File: src/rtl/uart_pkg.sv
// rtl/uart_pkg.sv - shared types and helpers for the UART receive path
package uart_pkg;

    typedef enum logic [1:0] {
        PAR_NONE,
        PAR_EVEN,
        PAR_ODD
    } parity_e;

    typedef enum logic [2:0] {
        IDLE,
        START,
        DATA,
        PARITY,
        STOP,
        WAIT_IDLE
    } rx_state_e;

    localparam int MAX_BPW = 9;

    // Callers zero-extend narrower words; extra zeros do not change the XOR.
    function automatic logic parity_bit(input logic [MAX_BPW-1:0] word, input parity_e mode);
        case (mode)
            PAR_EVEN: return ^word;
            PAR_ODD:  return ~^word;
            default:  return 1'b0;
        endcase
    endfunction

endpackage

File: src/rtl/uart_sync.sv
// rtl/uart_sync.sv - multi-flop synchroniser that resets to the idle-high line level
module uart_sync #(
    parameter int SYNC_STAGES = 2
) (
    input  logic clk,
    input  logic rst,
    input  logic d_i,
    output logic q_o
);

    logic [SYNC_STAGES-1:0] sync_q;

    always_ff @(posedge clk or posedge rst) begin
        if (rst) begin
            sync_q <= '1;
        end else begin
            sync_q <= {sync_q[SYNC_STAGES-2:0], d_i};
        end
    end

    assign q_o = sync_q[SYNC_STAGES-1];

endmodule

File: src/rtl/uart_rx_frame.sv
// rtl/uart_rx_frame.sv - oversampled UART receiver packing serial words into valid/ready beats
module uart_rx_frame
    import uart_pkg::*;
#(
    parameter int      CLOCKS_PER_PULSE = 16,
    parameter int      BITS_PER_WORD    = 8,
    parameter int      W_OUT            = 16,
    parameter parity_e PARITY_MODE      = PAR_EVEN,
    parameter int      STOP_BITS        = 1,
    parameter int      SYNC_STAGES      = 2
) (
    input  logic             clk,
    input  logic             rst,
    input  logic             rx,
    output logic             m_valid,
    input  logic             m_ready,
    output logic [W_OUT-1:0] m_data,
    output logic             err_parity,
    output logic             err_frame,
    output logic             err_overrun
);

    localparam int NUM_WORDS = W_OUT / BITS_PER_WORD;
    localparam int CW        = $clog2(CLOCKS_PER_PULSE);
    localparam int BW        = $clog2(BITS_PER_WORD);
    localparam int WW        = (NUM_WORDS > 1) ? $clog2(NUM_WORDS) : 1;

    logic rx_s;

    uart_sync #(
        .SYNC_STAGES(SYNC_STAGES)
    ) u_sync (
        .clk(clk),
        .rst(rst),
        .d_i(rx),
        .q_o(rx_s)
    );

    rx_state_e              state_q, state_d;
    logic [CW-1:0]          c_clocks_q, c_clocks_d;
    logic [BW-1:0]          c_bits_q, c_bits_d;
    logic [WW-1:0]          c_words_q, c_words_d;
    logic [BITS_PER_WORD-1:0] word_q, word_d;
    logic [W_OUT-1:0]       asm_q, asm_d;
    logic [W_OUT-1:0]       m_data_q, m_data_d;
    logic                   m_valid_q, m_valid_d;
    logic                   err_parity_q, err_parity_d;
    logic                   err_frame_q, err_frame_d;
    logic                   err_overrun_q, err_overrun_d;
    logic [1:0]             hist_q;

    logic bit_done;
    logic vote;
    logic [MAX_BPW-1:0] word_ext;

    // hist_q holds rx_s from the two previous cycles, so at the decision
    // count the vote spans counts CPP-3, CPP-2 and CPP-1.
    assign vote     = (hist_q[1] & hist_q[0]) | (hist_q[1] & rx_s) | (hist_q[0] & rx_s);
    assign bit_done = (c_clocks_q == CW'(CLOCKS_PER_PULSE - 1));
    assign word_ext = MAX_BPW'(word_q);

    always_ff @(posedge clk or posedge rst) begin
        if (rst) begin
            state_q       <= IDLE;
            c_clocks_q    <= '0;
            c_bits_q      <= '0;
            c_words_q     <= '0;
            word_q        <= '0;
            asm_q         <= '0;
            m_data_q      <= '0;
            m_valid_q     <= 1'b0;
            err_parity_q  <= 1'b0;
            err_frame_q   <= 1'b0;
            err_overrun_q <= 1'b0;
            hist_q        <= '1;
        end else begin
            state_q       <= state_d;
            c_clocks_q    <= c_clocks_d;
            c_bits_q      <= c_bits_d;
            c_words_q     <= c_words_d;
            word_q        <= word_d;
            asm_q         <= asm_d;
            m_data_q      <= m_data_d;
            m_valid_q     <= m_valid_d;
            err_parity_q  <= err_parity_d;
            err_frame_q   <= err_frame_d;
            err_overrun_q <= err_overrun_d;
            hist_q        <= {hist_q[0], rx_s};
        end
    end

    always_comb begin
        state_d       = state_q;
        c_clocks_d    = c_clocks_q;
        c_bits_d      = c_bits_q;
        c_words_d     = c_words_q;
        word_d        = word_q;
        asm_d         = asm_q;
        m_data_d      = m_data_q;
        m_valid_d     = m_valid_q & ~m_ready;
        err_parity_d  = 1'b0;
        err_frame_d   = 1'b0;
        err_overrun_d = 1'b0;

        case (state_q)
            IDLE: begin
                if (!rx_s) begin
                    state_d    = START;
                    c_clocks_d = '0;
                end
            end

            START: begin
                if (c_clocks_q == CW'(CLOCKS_PER_PULSE / 2 - 1)) begin
                    c_clocks_d = '0;
                    c_bits_d   = '0;
                    state_d    = rx_s ? IDLE : DATA;
                end else begin
                    c_clocks_d = c_clocks_q + 1'b1;
                end
            end

            DATA: begin
                if (bit_done) begin
                    c_clocks_d = '0;
                    word_d     = {vote, word_q[BITS_PER_WORD-1:1]};
                    if (c_bits_q == BW'(BITS_PER_WORD - 1)) begin
                        c_bits_d = '0;
                        state_d  = (PARITY_MODE == PAR_NONE) ? STOP : PARITY;
                    end else begin
                        c_bits_d = c_bits_q + 1'b1;
                    end
                end else begin
                    c_clocks_d = c_clocks_q + 1'b1;
                end
            end

            PARITY: begin
                if (bit_done) begin
                    c_clocks_d = '0;
                    if (parity_bit(word_ext, PARITY_MODE) != vote) begin
                        err_parity_d = 1'b1;
                        c_words_d    = '0;
                        state_d      = WAIT_IDLE;
                    end else begin
                        state_d = STOP;
                    end
                end else begin
                    c_clocks_d = c_clocks_q + 1'b1;
                end
            end

            STOP: begin
                if (bit_done) begin
                    c_clocks_d = '0;
                    if (!vote) begin
                        err_frame_d = 1'b1;
                        c_words_d   = '0;
                        c_bits_d    = '0;
                        state_d     = WAIT_IDLE;
                    end else if (c_bits_q == BW'(STOP_BITS - 1)) begin
                        c_bits_d = '0;
                        state_d  = IDLE;
                        for (int i = 0; i < NUM_WORDS; i++) begin
                            if (c_words_q == WW'(i)) begin
                                asm_d[i*BITS_PER_WORD +: BITS_PER_WORD] = word_q;
                            end
                        end
                        if (c_words_q == WW'(NUM_WORDS - 1)) begin
                            c_words_d = '0;
                            // A beat may replace the held one only if it is leaving this cycle.
                            if (!m_valid_q || m_ready) begin
                                m_data_d  = asm_d;
                                m_valid_d = 1'b1;
                            end else begin
                                err_overrun_d = 1'b1;
                            end
                        end else begin
                            c_words_d = c_words_q + 1'b1;
                        end
                    end else begin
                        c_bits_d = c_bits_q + 1'b1;
                    end
                end else begin
                    c_clocks_d = c_clocks_q + 1'b1;
                end
            end

            WAIT_IDLE: begin
                if (rx_s) begin
                    state_d = IDLE;
                end
            end

            default: state_d = IDLE;
        endcase
    end

    assign m_valid     = m_valid_q;
    assign m_data      = m_data_q;
    assign err_parity  = err_parity_q;
    assign err_frame   = err_frame_q;
    assign err_overrun = err_overrun_q;

endmodule
File: config.mk
export PLATFORM = sky130hd
export DESIGN_NAME = uart_rx_frame
export DESIGN_NICKNAME = d
export VERILOG_FILES = /design/src/rtl/uart_pkg.sv /design/src/rtl/uart_sync.sv /design/src/rtl/uart_rx_frame.sv
export SDC_FILE = /design/constraint.sdc
export NUM_CORES = 1
export LEC_CHECK = 0
export BUFFER_PORTS_ARGS = -buffer_cell sky130_fd_sc_hd__buf_2
export CAP_MARGIN = 10
export CORE_ASPECT_RATIO = 0.9
export CORE_UTILIZATION = 52
export CTS_BUF_LIST = sky130_fd_sc_hd__clkbuf_4 sky130_fd_sc_hd__clkbuf_8 sky130_fd_sc_hd__clkbuf_16
export DETAILED_ROUTE_END_ITERATION = 12
export GPL_ROUTABILITY_DRIVEN = 0
export PLACE_DENSITY_LB_ADDON = 0.25
export SYNTH_ARGS = -nofsm -noshare
export SYNTH_HDL_FRONTEND = slang
export SYNTH_HIERARCHICAL = 1
export SYNTH_SLANG_ARGS = --single-unit
File: constraint.sdc
create_clock -name clk -period 1.9 [get_ports clk]
set_input_delay 0.285 -clock clk [delete_from_list [all_inputs] [get_ports clk]]
set_output_delay 0.285 -clock clk [all_outputs]
set_load 0.005 [all_outputs]
==> results of run 1 <==
==> power by group through the flow <==
| stage | clock network (mW) | logic (mW) | registers (mW) |
|---|---|---|---|
| final | 0.634 | 1.16 | 1.31 |
| after floorplan | 0 | 0.823 | 1.31 |
| after global routing | 0.692 | 1.28 | 1.33 |
| after CTS | 0.652 | 1.11 | 1.31 |
| after detailed placement | 0 | 1.09 | 1.33 |
| after global placement | 0 | 1.04 | 1.31 |
==> cells in the mapped netlist, types with 3 or more instances <==
cell type	instances	area, sq um
o21ai_0	10	50.1
mux2_2	24	270
clkbuf_1	3	11.3
nand3_1	3	15.0
inv_1	4	15.0
nand2b_1	3	18.8
nor2_1	9	33.8
ha_1	4	50.1
nand2_1	14	52.6
dfstp_2	4	105
mux2_4	10	150
buf_2	5	25.0
or2_2	3	18.8
a21oi_1	4	20.0
dfrtp_1	47	1180
xnor2_1	8	70.1
a31oi_1	3	18.8
==> flip-flops by register name, summed over array words and instances (netlist names), 2 cells and up <==
signal,flops
asm_q,8
c_bits_q,3
c_clocks_q,4
hist_q,2
m_data,16
state_q,3
u_sync/sync_q,2
word_q,8
==> logic make-up after synthesis <==
group / Yosys count
AOI/OAI and AO/OA: 31
buffers and inverters: 14
and+or+nand+nor: 47
xor gates and xnor gates: 9
adders and majority gates: 5
muxes: 35
DFF: 51
==> through the flow <==
step | setup WS [ns] | instances | hold WS [ns] | TNS [ns]
floorplan | 0.126 | 192 | 0.197 | 0
global placement | 0.0180 | 283 | 0.318 | 0
detailed placement | -0.0292 | 283 | 0.325 | -0.0457
CTS | 0.0578 | 292 | 0.0707 | 0
global route | -0.00916 | 293 | 0.0600 | -0.0252
finish | 0.0935 | 293 | 0.0787 | 0
==> worst register-to-register path: stages (launching register included) <==
cell and delay [ns]:
dfrtp_1 0.42, ha_2 0.20, ha_1 0.19, nor4b_2 0.30, a31oi_1 0.09, o211ai_2 0.16, nor4b_2 0.08, a211o_1 0.28
==> layout make-up <==
cell class                      count  share of cell area [%]
Inverter                            4                   0.532
Clock buffer                        5                    2.44
Clock inverter                      3                   0.842
Multi-Input combinational cell    127                    38.7
Tap cell                           62                    2.75
Timing Repair Buffer               41                    9.40
Sequential cell                    51                    45.4
==> layout by cell type, fill, tap and decap left out, types with 3 or more instances in the layout <==
| master | instances |
|---|---|
| dfrtp_1 | 47 |
| mux2_2 | 24 |
| buf_2 | 23 |
| buf_4 | 16 |
| nand2_1 | 14 |
| o21ai_0 | 10 |
| mux2_4 | 10 |
| nor2_1 | 9 |
| xnor2_1 | 8 |
| clkbuf_8 | 5 |
| a21oi_1 | 4 |
| dfstp_2 | 4 |
| nand3_1 | 3 |
| nand2b_1 | 3 |
| a31oi_1 | 3 |
| or2_2 | 3 |
| inv_1 | 3 |
| ha_1 | 3 |
==> layer usage <==
metal | vias up | global-route usage (%) | routed length (microns)
met4 | 0 | 7.93 | 63
met2 | 40 | 30.7 | 1990
met5 | - | 0 | 0
met1 | 770 | 28.7 | 2140
met3 | 8 | 3.78 | 166
li1 | 755 | - | -
==> path summary, 6_finish.rpt <==
path,slack (ns),endpoint,from,depth (start not counted)
max in group asynchronous,0.76,m_data[15],rst,4
min,0.08,u_sync/sync_q[0],rx,1
min reg2reg,0.36,u_sync/sync_q[1],u_sync/sync_q[0],0
min in group asynchronous,0.55,u_sync/sync_q[1],rst,3
max,0.09,state_q[1],c_bits_q[0],7
max reg2reg,0.09,state_q[1],c_bits_q[0],7
==> repair_timing <==
item,in CTS,in global routing
buffers inserted,0,1
endpoints found under the hold margin,2,0
endpoints found under the setup margin,2,26
pin swaps,0,3
hold buffers,1,0
gates resized for setup,1,6
==> results.md, run 1 <==
- Result of the run: complete, no violations
- Multi-input gate area: 0.00109 sq mm
- Mapped Area: 0.00242 sq mm
- Final Total Pwr: 3.10 mW
- FP Rows: 23
- Max Slew Vio Count: 0
- Ordered cell list for the critical path: ha_2, ha_1, nor4b_2, a31oi_1, o211ai_2, nor4b_2, a211o_1
- Initial Utilization: 54.2%
- Fin util: 63.3%
- First-pass GRT wire length: 7390 microns
- Worst path slowest cell: dfrtp_1
- Area Overhead vs Synth: 16.8%
- CTS tree: done
- Placed inst area: 0.00268 sq mm
- Pwr Density: 1100 mW/mm^2
- CTS H-tree lvls: 2
- Hold Path Class: primary input to flop
- CTS clk-pin slew, worst paths: 0.10 ns
- CP Max Fanout: 7
- Net Sw Frac: 34.6%
- Worst Setup Start Kind: flop
- Final nets: 238
- Req. time, crit path: 2.10 ns
- DRC: 0
- Register area: 0.00128 sq mm
- Initial antenna violation count: 0
- Average size of a mapped cell: 12.6 sq um
- Design area: 0.00282 sq mm
- Slew @ Worst Pin: 0.529 ns
- Mapped Cells: 192
- Clock Skew: 0.0119 ns
- Slew margin rel.: 64.7%
- VDD IR max: 0.000552 V
- DP HPWL: 3100 microns
- Clock Latency Late Sink: 0.30 ns
- Number of global-route vias before repair: 1564
- I/O pin count: 24
- Die area: 0.00492 sq mm
- Number of synthesized flops with an enable pin: 0
- Die Y: 66.7 microns
- Ys flop type: dfrtp_1
- Most frequent cell on the critical path: nor4b_2
- Comb power frac: 37.3%
- Max Fclk: 0.554 GHz
- Routed vias/inst: 5.37
- Initial drt markers: 110
- Minimum clock period: 1.81 ns
- Critical path class: flop to flop
- Int Pwr: 2.03 mW
- Max-Cap Viols: 0
- Tot GR Track Use: 20.2%
- # setup viols final: 0
- Port Buf Inserts: 23
- Period Utilization, post-route: 95.1%
- Post-synthesis adder-cell area fraction: 2.64%
- Die span in x: 73.9 microns
- Fillers: 348
- Share of cells above drive strength 1: 44.2%
- CTS Buf Count: 5
- Sequential area share after synthesis: 53.0%
- Antenna cells: 0
- Arrival @ worst endpoint: 2.00 ns
- Gr ovfl total: 0
- Wirelength, routed: 4360 microns
- Register bit total from synthesis: 51
- Mux contribution to synthesized area: 17.8%
- Synth unique cells: 44
- Largest family of logic cells by synthesized area: multiplexers
- Crit-path leading delay family: compound AO/OA/AOI/OAI gates
- Critical Path Sink Type: flop
- Hold violation count in the final report: 0
- Sequential share of power: 42.2%
- Clock Sinks: 51
- Compound-Gate Fraction of Synth Area: 8.65%
- NetSw: 1.07 mW
- DR pass1 iterations: 4
- Vias: 1573
- Post-route ant nets: 0
- Yosys warning total: 6
- Post-synthesis simple-gate area fraction: 11.0%
- WL/cell: 14.9 microns
- Critical path buffer and inverter count: 0
- CP max stage delay: 0.42 ns
- Core Area: 0.00446 sq mm
- Clock root cell: clkbuf_8
- Syn nets: 200
- Post-synthesis xor/xnor area fraction: 3.83%
- Fraction of registers with async set/reset: 100%
- Worst-case clock buffer depth: 2
- Largest net degree at the start of global routing: 26
- Static Leak: 1.45 nW
- Clock power share: 20.5%
No activity file was read; power rests on OpenSTA's default activity.
==> inputs of run 2 (changes only) <==
--- a/config.mk
+++ b/config.mk
@@ -12,7 +12,7 @@
 export CTS_BUF_LIST = sky130_fd_sc_hd__clkbuf_4 sky130_fd_sc_hd__clkbuf_8 sky130_fd_sc_hd__clkbuf_16
 export DETAILED_ROUTE_END_ITERATION = 12
 export GPL_ROUTABILITY_DRIVEN = 0
-export PLACE_DENSITY_LB_ADDON = 0.25
+export PLACE_DENSITY = 0.81
 export SYNTH_ARGS = -nofsm -noshare
 export SYNTH_HDL_FRONTEND = slang
 export SYNTH_HIERARCHICAL = 1
==> run 2 against run 1 <==
  * Power up 5.1%
  * Sequential power barely moved
  * Die area unchanged
  * Critical path type unchanged
  * Critical endpoint unchanged
==> results.md, run 2 (synthesized netlist as in run 1, its figures left out) <==
- Result of the run: complete, no violations (unchanged)
- Reg2Reg Setup Slack: 0.08 ns (was 0.09 ns)
- Hold violation count in the final report: 0 (unchanged)
- Number of global-route vias before repair: 1514 (was 1564)
- Gr ovfl total: 0 (unchanged)
- Worst Setup Start Kind: flop (unchanged)
- FP Rows: 23 (unchanged)
- WL/cell: 15.0 microns (was 14.9 microns)
- Design area: 0.00288 sq mm (was 0.00282 sq mm)
- Worst R2R End: state_q[1] (unchanged)
- Most frequent cell on the critical path: ha_2 (was nor4b_2)
- Max Fclk: 0.551 GHz (was 0.554 GHz)
- Hold Path Class: primary input to flop (unchanged)
- DRC: 0 (unchanged)
- CTS tree: done (unchanged)
- Arrival @ worst endpoint: 2.01 ns (was 2.00 ns)
- Core Area: 0.00446 sq mm (unchanged)
- Layout Cells excl Fill: 293 (unchanged)
- Pre-CTS WS: 0.0241 ns (was -0.0292 ns)
- Period Utilization, post-route: 95.5% (was 95.1%)
- Static Leak: 1.46 nW (was 1.45 nW)
- Largest net degree at the start of global routing: 50 (was 26)
- Critical Path Sink Type: flop (unchanged)
- Worst-case clock buffer depth: 2 (unchanged)
- CTS Buf Count: 5 (unchanged)
- Tot GR Track Use: 19.8% (was 20.2%)
- Min-delay src: rx (unchanged)
- CP Max Fanout: 6 (was 7)
- Max reg flops: 16 (unchanged)
- TNS Setup: 0 ns (unchanged)
- Pwr Density: 1130 mW/mm^2 (was 1100 mW/mm^2)
- Most frequent cells in the layout: 47 x dfrtp_1, 24 x mux2_2, 23 x buf_2 (unchanged)
- CP max stage delay: 0.42 ns (about the same)
- Die span in x: 73.9 microns (unchanged)
- I/O pin count: 24 (unchanged)
- Slew margin rel.: 75.0% (was 64.7%)
- R2r worst-path depth: 7 (unchanged)
- Clock Skew: 0.00544 ns (was 0.0119 ns)
- Max Slew Vio Count: 0 (unchanged)
- Placed inst area: 0.00268 sq mm (about the same)
- CTS H-tree lvls: 2 (unchanged)
- Final Total Pwr: 3.26 mW (was 3.10 mW)
- Wirelength, routed: 4410 microns (was 4360 microns)
- Ordered cell list for the critical path: ha_2, ha_2, nor4b_4, a31oi_2, o211ai_4, nor4b_1, a211o_1 (was ha_2, ha_1, nor4b_2, a31oi_1, o211ai_2, nor4b_2, a211o_1)
- PnR worst setup slack: 0.0846 ns (was 0.0935 ns)
- Minimum clock period: 1.82 ns (was 1.81 ns)
- Post-route ant nets: 0 (unchanged)
- Die Y: 66.7 microns (unchanged)
- VDD IR max: 0.000554 V (was 0.000552 V)
- CTS clk-pin slew, worst paths: 0.09 ns (was 0.10 ns)
- Hold Path Sink: u_sync/sync_q[0] (unchanged)
- Req. time, crit path: 2.09 ns (was 2.10 ns)
- Vias: 1579 (was 1573)
- Port Buf Inserts: 23 (unchanged)
- Fin util: 64.6% (was 63.3%)
- Initial antenna violation count: 0 (unchanged)
- Initial Utilization: 54.2% (unchanged)
- DR pass1 iterations: 7 (was 4)
- Final nets: 238 (unchanged)
- Worst r2r src: c_bits_q[0] (unchanged)
- Critical path class: flop to flop (unchanged)
- Placed insts: 281 (was 283)
- Routed vias/inst: 5.39 (was 5.37)
- Worst path slowest cell: dfrtp_1 (unchanged)
- Die area: 0.00492 sq mm (unchanged)
- Hold Crit Depth: 1 (unchanged)
- RSZ-0062 raised after global routing: true
- Clock Latency Late Sink: 0.30 ns (about the same)
- Max-Cap Viols: 0 (unchanged)
- Clock root cell: clkbuf_8 (unchanged)
- Share of cells above drive strength 1: 46.3% (was 44.2%)
- Area Overhead vs Synth: 19.3% (was 16.8%)
- DP HPWL: 2890 microns (was 3100 microns)
- # setup viols final: 0 (unchanged)
- Slew @ Worst Pin: 0.375 ns (was 0.529 ns)
- Antenna cells: 0 (unchanged)
- First-pass GRT wire length: 7110 microns (was 7390 microns)
- Fin Hold WS: 0.0736 ns (was 0.0787 ns)
- Initial drt markers: 75 (was 110)
- Clock Sinks: 51 (unchanged)
- Commonest non-fill, non-tap cell in the layout: dfrtp_1 (unchanged)
==> run 2: routing by layer <==
| metal | track usage, % | wire length [microns] | vias to the layer above |
|---|---|---|---|
| li1 | - | - | 753 |
| met1 | 28.1 | 2150 | 777 |
| met2 | 29.1 | 2030 | 40 |
| met3 | 4.54 | 151 | 9 |
| met4 | 8.17 | 81 | 0 |
| met5 | 0 | 0 | - |
==> run 2: final cells by class <==
class                           instances  area (sq um)
Sequential cell                        51          1280
Multi-Input combinational cell        127          1130
Clock inverter                          1          7.51
Timing Repair Buffer                   41           278
Tap cell                               62          77.6
Inverter                                4          15.0
Clock buffer                            7          96.3
Fill cell                             324          1580
==> run 2: worst max-delay path by stage <==
stage                     start          to  cells after the start
4_1_cts             c_bits_q[0]    asm_q[2]                      7
3_5_place_dp        c_bits_q[0]  state_q[0]                      7
3_3_place_gp        c_bits_q[0]  state_q[1]                      7
5_1_grt        u_sync/sync_q[1]  state_q[2]                      7
2_1_floorplan  u_sync/sync_q[1]   m_data[0]                      6
6_report            c_bits_q[0]  state_q[1]                      7
==> run 2: worst max-delay path, delay by kind of cell (launching register included) <==
family | cells | cell delay [ns]
compound gates | 3 | 0.49
flops | 1 | 0.42
simple gates | 2 | 0.39
fa+ha+maj | 2 | 0.40
==> run 2: power breakdown <==
part / internal [mW] / switching [mW]
registers: 1.21 / 0.103
clock network: 0.331 / 0.346
logic: 0.608 / 0.660
total: 2.15 / 1.11
==> run 2: what timing repair did <==
item	CTS	global route
endpoints found under the hold margin	2	0
pin swaps	0	5
setup endpoints to repair	2	22
resized for setup	1	13
hold buffers	1	0
setup buffers	0	3
